===== config.mk =====
export PLATFORM = sky130hd
export DESIGN_NAME = dtree_walker_seq
export DESIGN_NICKNAME = d
export VERILOG_FILES = /design/src/rtl/dtree_walker_seq.sv
export SDC_FILE = /design/constraint.sdc
export NUM_CORES = 1
export LEC_CHECK = 0
export CORE_ASPECT_RATIO = 0.8
export CORE_MARGIN = 4
export CORE_UTILIZATION = 55
export DETAILED_ROUTE_END_ITERATION = 8
export PLACE_DENSITY = 0.73
export SLEW_MARGIN = 10
export SYNTH_ARGS = -nofsm -noshare
export SYNTH_HDL_FRONTEND = slang
export SYNTH_SLANG_ARGS = --single-unit

===== constraint.sdc =====
create_clock -name i_clk -period 5.8 [get_ports i_clk]
set_clock_uncertainty 0.2 [all_clocks]
set_input_delay 0.87 -clock i_clk [delete_from_list [all_inputs] [get_ports i_clk]]
set_output_delay 0.87 -clock i_clk [all_outputs]
set_load 0.02 [all_outputs]

===== src/rtl/dtree_walker_seq.sv =====
// Table-driven decision-tree classifier.
// Walks one node of a runtime-loaded node table per cycle over a latched
// feature vector, then presents the class (or an abort flag) with valid/ready.
module dtree_walker_seq #(
    parameter int N_FEAT    = 16,
    parameter int FEAT_W    = 8,
    parameter int CLASS_W   = 4,
    parameter int N_NODES   = 32,
    parameter int NODE_AW   = 5,
    parameter int FIDX_W    = 4,
    parameter int MAX_DEPTH = 8,
    localparam int NW       = 1 + FIDX_W + FEAT_W + 2*NODE_AW
) (
    input  logic                     i_clk,
    input  logic                     i_rst_n,
    input  logic                     i_cfg_we,
    input  logic [NODE_AW-1:0]       i_cfg_addr,
    input  logic [NW-1:0]            i_cfg_data,
    output logic                     o_cfg_busy,
    input  logic                     i_in_valid,
    output logic                     o_in_ready,
    input  logic [N_FEAT*FEAT_W-1:0] i_in_feats,
    output logic                     o_out_valid,
    input  logic                     i_out_ready,
    output logic [CLASS_W-1:0]       o_out_class,
    output logic                     o_out_err
);

    localparam int DEPTH_W = $clog2(MAX_DEPTH + 1);

    // Node word field offsets, LSB upward: right, left, thresh, feat_idx, is_leaf
    localparam int OFS_R    = 0;
    localparam int OFS_L    = NODE_AW;
    localparam int OFS_THR  = 2*NODE_AW;
    localparam int OFS_FIDX = 2*NODE_AW + FEAT_W;
    localparam int OFS_LEAF = NW - 1;

    typedef enum logic [1:0] {
        S_IDLE = 2'd0,
        S_WALK = 2'd1,
        S_DONE = 2'd2
    } state_t;

    state_t                          r_state, w_state_nxt;
    logic [NW-1:0]                   r_node [N_NODES];
    logic [N_FEAT-1:0][FEAT_W-1:0]   r_feats;
    logic [NODE_AW-1:0]              r_ptr, w_ptr_nxt;
    logic [DEPTH_W-1:0]              r_depth, w_depth_nxt;
    logic                            r_out_valid, w_out_valid_nxt;
    logic [CLASS_W-1:0]              r_out_class, w_out_class_nxt;
    logic                            r_out_err, w_out_err_nxt;
    logic                            w_latch;

    // Current node decode
    logic [NW-1:0]                   w_node;
    logic                            w_is_leaf;
    logic [FIDX_W-1:0]               w_fidx;
    logic [FEAT_W-1:0]               w_thr;
    logic [NODE_AW-1:0]              w_left, w_right;
    logic [FEAT_W-1:0]               w_feat_sel;
    logic                            w_ptr_bad, w_fidx_bad, w_addr_bad;
    logic                            w_depth_max;
    logic                            w_cfg_wr;

    // Range guards only exist when the field width can encode illegal values;
    // with power-of-two sizes they collapse to constant zero.
    generate
        if (N_NODES < (1 << NODE_AW)) begin : g_node_guard
            assign w_ptr_bad  = (r_ptr >= NODE_AW'(N_NODES));
            assign w_addr_bad = (i_cfg_addr >= NODE_AW'(N_NODES));
        end else begin : g_node_noguard
            assign w_ptr_bad  = 1'b0;
            assign w_addr_bad = 1'b0;
        end
        if (N_FEAT < (1 << FIDX_W)) begin : g_fidx_guard
            assign w_fidx_bad = (w_fidx >= FIDX_W'(N_FEAT));
        end else begin : g_fidx_noguard
            assign w_fidx_bad = 1'b0;
        end
    endgenerate

    // An out-of-range pointer reads as zero and is flagged as an error below
    assign w_node      = w_ptr_bad ? '0 : r_node[r_ptr];
    assign w_is_leaf   = w_node[OFS_LEAF];
    assign w_fidx      = w_node[OFS_FIDX +: FIDX_W];
    assign w_thr       = w_node[OFS_THR  +: FEAT_W];
    assign w_left      = w_node[OFS_L    +: NODE_AW];
    assign w_right     = w_node[OFS_R    +: NODE_AW];
    assign w_feat_sel  = w_fidx_bad ? '0 : r_feats[w_fidx];
    assign w_depth_max = (r_depth == DEPTH_W'(MAX_DEPTH - 1));
    assign w_cfg_wr    = i_cfg_we && (r_state == S_IDLE) && !w_addr_bad;

    assign o_in_ready  = (r_state == S_IDLE);
    assign o_cfg_busy  = (r_state != S_IDLE);
    assign o_out_valid = r_out_valid;
    assign o_out_class = r_out_class;
    assign o_out_err   = r_out_err;

    // Node table: cleared on reset, writable only while idle
    always_ff @(posedge i_clk) begin
        if (!i_rst_n) begin
            for (int i = 0; i < N_NODES; i++) r_node[i] <= '0;
        end else if (w_cfg_wr) begin
            r_node[i_cfg_addr] <= i_cfg_data;
        end
    end

    // State, walk pointer, depth, result and feature latch registers
    always_ff @(posedge i_clk) begin
        if (!i_rst_n) begin
            r_state     <= S_IDLE;
            r_ptr       <= '0;
            r_depth     <= '0;
            r_out_valid <= 1'b0;
            r_out_class <= '0;
            r_out_err   <= 1'b0;
            r_feats     <= '0;
        end else begin
            r_state     <= w_state_nxt;
            r_ptr       <= w_ptr_nxt;
            r_depth     <= w_depth_nxt;
            r_out_valid <= w_out_valid_nxt;
            r_out_class <= w_out_class_nxt;
            r_out_err   <= w_out_err_nxt;
            if (w_latch) r_feats <= i_in_feats;
        end
    end

    // Next-state logic: accept in IDLE, one node per WALK cycle, hold result in DONE.
    // out_valid rises on the edge after DONE is entered and drops on handshake.
    always_comb begin
        w_state_nxt     = r_state;
        w_ptr_nxt       = r_ptr;
        w_depth_nxt     = r_depth;
        w_out_valid_nxt = r_out_valid;
        w_out_class_nxt = r_out_class;
        w_out_err_nxt   = r_out_err;
        w_latch         = 1'b0;
        case (r_state)
            S_IDLE: begin
                w_out_valid_nxt = 1'b0;
                if (i_in_valid) begin
                    w_latch     = 1'b1;
                    w_ptr_nxt   = '0;
                    w_depth_nxt = '0;
                    w_state_nxt = S_WALK;
                end
            end
            S_WALK: begin
                if (!w_ptr_bad && w_is_leaf) begin
                    w_out_class_nxt = w_thr[CLASS_W-1:0];
                    w_out_err_nxt   = 1'b0;
                    w_state_nxt     = S_DONE;
                end else if (w_ptr_bad || w_fidx_bad || w_depth_max) begin
                    w_out_class_nxt = '0;
                    w_out_err_nxt   = 1'b1;
                    w_state_nxt     = S_DONE;
                end else begin
                    w_ptr_nxt   = (w_feat_sel <= w_thr) ? w_left : w_right;
                    w_depth_nxt = r_depth + DEPTH_W'(1);
                end
            end
            S_DONE: begin
                if (r_out_valid && i_out_ready) begin
                    w_out_valid_nxt = 1'b0;
                    w_state_nxt     = S_IDLE;
                end else begin
                    w_out_valid_nxt = 1'b1;
                end
            end
            default: begin
                w_state_nxt     = S_IDLE;
                w_out_valid_nxt = 1'b0;
            end
        endcase
    end

endmodule

==> impl_metrics.yaml <==
critical_path:
  critical_path_class: "flip-flop to flip-flop"
  crit_fanout: 49
  cp_data_arrival_time_ns: 5.71
  slowest_delay_ns: 0.89
  rrSetupSlack_ns: 0.41
  path_cells: "buf_4, mux2i_1, a22oi_1, nand3_1, nand4_1, nor3b_1, o2bb2ai_1, or4_1, ha_1, nor2b_1, o21a_1, o21a_1, o21ai_0, a22oi_1, nor2_1, o22ai_1"
  crit_path_end_kind: "flip-flop"
  start_kind: "flip-flop"
  cp_slowest_cell: "dfxtp_4"
  critPathRequiredTime_ns: 6.11
timing:
  whs_ns: 0.264
  relSlewSlack_pct: 19.0
  period_share_pct: 93.0
  worstMarginPinSlew_ns: 1.21
  hold_viol_final: 0
  fin_crit_ns: 5.39
  fin_setup_tns_ns: 0
  fmax_mhz: 185
  setup_viol: 0
  rsz0062_at_grt: "false"
  slew_viol_final: 0
power_and_ir_drop:
  p_per_area_nw_per_um2: 336
  ir_drop_v: 0.000248
  power_leakage_uw: 0.0162
  design_power_total_uw: 15300
global_route:
  overflow: 0
  grt_usage_pct: 28.5
  antenna_found_initial: 7
  grt_start_max_net_pins: 106
  grt_pass1_vias: 24400
  grt_pass1_wl_mm: 162
synth:
  synth-seq-cells: 886
  yosysSeqAreaShare_pct: 62.4
  synth_area_um2: 40200
  ys_warn_count: 0
  synthCells: 2877
  synthesis.nets: 3047
  synth-edff-count: 736
  synth_flop_cell: "edfxtp_1"
  post_synth_num_cell_types: 51
  ys_async_sr_fraction_pct: 0
  syn_area_per_cell_um2: 14.0
clock_tree:
  cts_buffer_depth: 3
  cts_tree: "done"
  ctsHoldBuffers: 0
  clock_latency_ns: 0.66
  cts.sinks: 886
  post_cts_buffers: 0
  cts-buffers-inserted: 87
  clkTransAtPathRegs_ns: 0.06
  clockRootBuffer: "clkbuf_16"
  cts_max_level: 3
  cts_resized: 0
hold_path:
  worstHoldPathType: "flip-flop to flip-flop"
status:
  status: "finished, final reports clean"
route:
  drt_iter0_drc: 3296
  dr_total_vias: 24400
  firstDrtPassIters: 5
  drc_errors: 0
  wl_mm: 110
  vias_per_cell: 6.14
  wire_per_inst_um: 27.6
  ant_nets: 0
die:
  coreArea_um2: 72300
  num_io_pins: 169
  rows: 88
  die_w_um: 310
  start_util_pct: 55.6
  die_height_um: 250
  fp.dieArea_um2: 77600
cells_and_area:
  nets: 3135
  drive_gt1_share_pct: 15.8
  area_growth_pct: 13.5
placement:
  place_congestion: 0.928
  io_buffers: 168
  hpwl_mm: 71.4
flow_run:
  maxCapViolations: 0
-- sequential cells by signal, summed over array words and instances, names as in the netlist, named ones only --
register,count
o_out_class,4
o_out_valid,1
o_out_err,1
r_feats,128
r_ptr,5
r_node,736
r_state,2
r_depth,4
-- critical path, delay by kind of cell, from the launching register on --
family                     cells  cell delay [ns]
adders and majority gates      1             0.24
buffers and inverters          1             0.35
DFF                            1             0.89
muxes                          1             0.26
AOI/OAI and AO/OA              7             1.47
and+or+nand+nor                6             1.81
-- logic make-up after synthesis --
logic type	share of synthesized area [%]
xor+xnor	0.0435
simple gates	15.9
mux	14.3
compound gates	4.28
flops	62.4
buf+inv	2.81
fa+ha+maj	0.280
-- power breakdown --
part / switching (uW) / internal (uW)
sequential: 178 / 7160
clock: 2410 / 3260
combinational: 1350 / 989
-- layout make-up --
type | instances | area, um^2
inverters | 3 | 11.3
well taps | 945 | 1180
flip-flops and latches | 886 | 25100
clock buffers | 119 | 2430
fillers | 5204 | 26600
diodes | 5 | 12.5
multi-input cells | 1729 | 14100
clock inverters | 33 | 403
repair buffers | 258 | 2390
-- layout by cell type (no fill, tap or decap), types with 3 or more instances in the layout --
master and instances:
nand4_1 9, edfxtp_1 736, or3_1 3, or4_1 7, nand2_1 286, clkdlybuf4s50_1 167
o21ai_0 5, o22ai_1 29, a21oi_1 13, mux4_2 202, a211oi_1 5, nand2b_1 14
diode_2 5, nand3b_1 8, clkinv_2 13, buf_4 88, nor2_1 51, o21a_1 4
mux2_2 10, clkbuf_8 7, mux4_1 4, o21ai_2 32, and2_1 738, dfxtp_1 147
nor2b_1 7, clkinv_1 6, or2_2 4, a21boi_0 128, ha_1 9, mux2i_1 96
a22oi_1 18, clkbuf_16 90, clkbuf_1 21, nand3_1 18, bufinv_16 7, o2bb2ai_1 8
buf_12 3
-- worst paths after layout --
check	from	endpoint	cells past startpoint
setup / recovery	flip-flop	flip-flop	16
hold reg to reg	r_feats[38]	r_feats[38]	2
hold / removal	r_feats[38]	r_feats[38]	2
setup reg to reg	flip-flop	flip-flop	16
-- cell usage after synthesis, types with 29 or more instances --
library cell	n	area, um^2
a21boi_0	128	961
and2_1	739	4620
buf_2	35	175
clkbuf_1	199	747
dfxtp_1	150	3000
edfxtp_1	736	22100
mux2i_1	96	961
mux4_2	202	4550
nand2_1	287	1080
nor2_1	52	195
o21ai_0	37	185
o22ai_1	29	181
-- metrics by stage --
step / setup WS [ns] / cells / instance area (um^2) / utilization [%]
after floorplan: 1.57 / 2877 / 40200 / -
after global placement: 0.706 / 3821 / 42800 / 59.2
after detailed placement: 0.568 / 3821 / 42800 / 59.2
after global routing: 0.139 / 3976 / 45700 / 63.2
final: 0.406 / 3978 / 45700 / 63.2
after CTS: 0.548 / 3973 / 45700 / 63.1
-- routing by layer --
layer  track usage (%)  up-vias  share of wire (%)
met5                 0        -                  0
met4              6.40        0                2.2
met3              7.20      173                 10
met2              43.7     1201                 47
met1              41.7    12500                 41
li1                  -    10600                  -
Power figures use the tool's default switching activity.
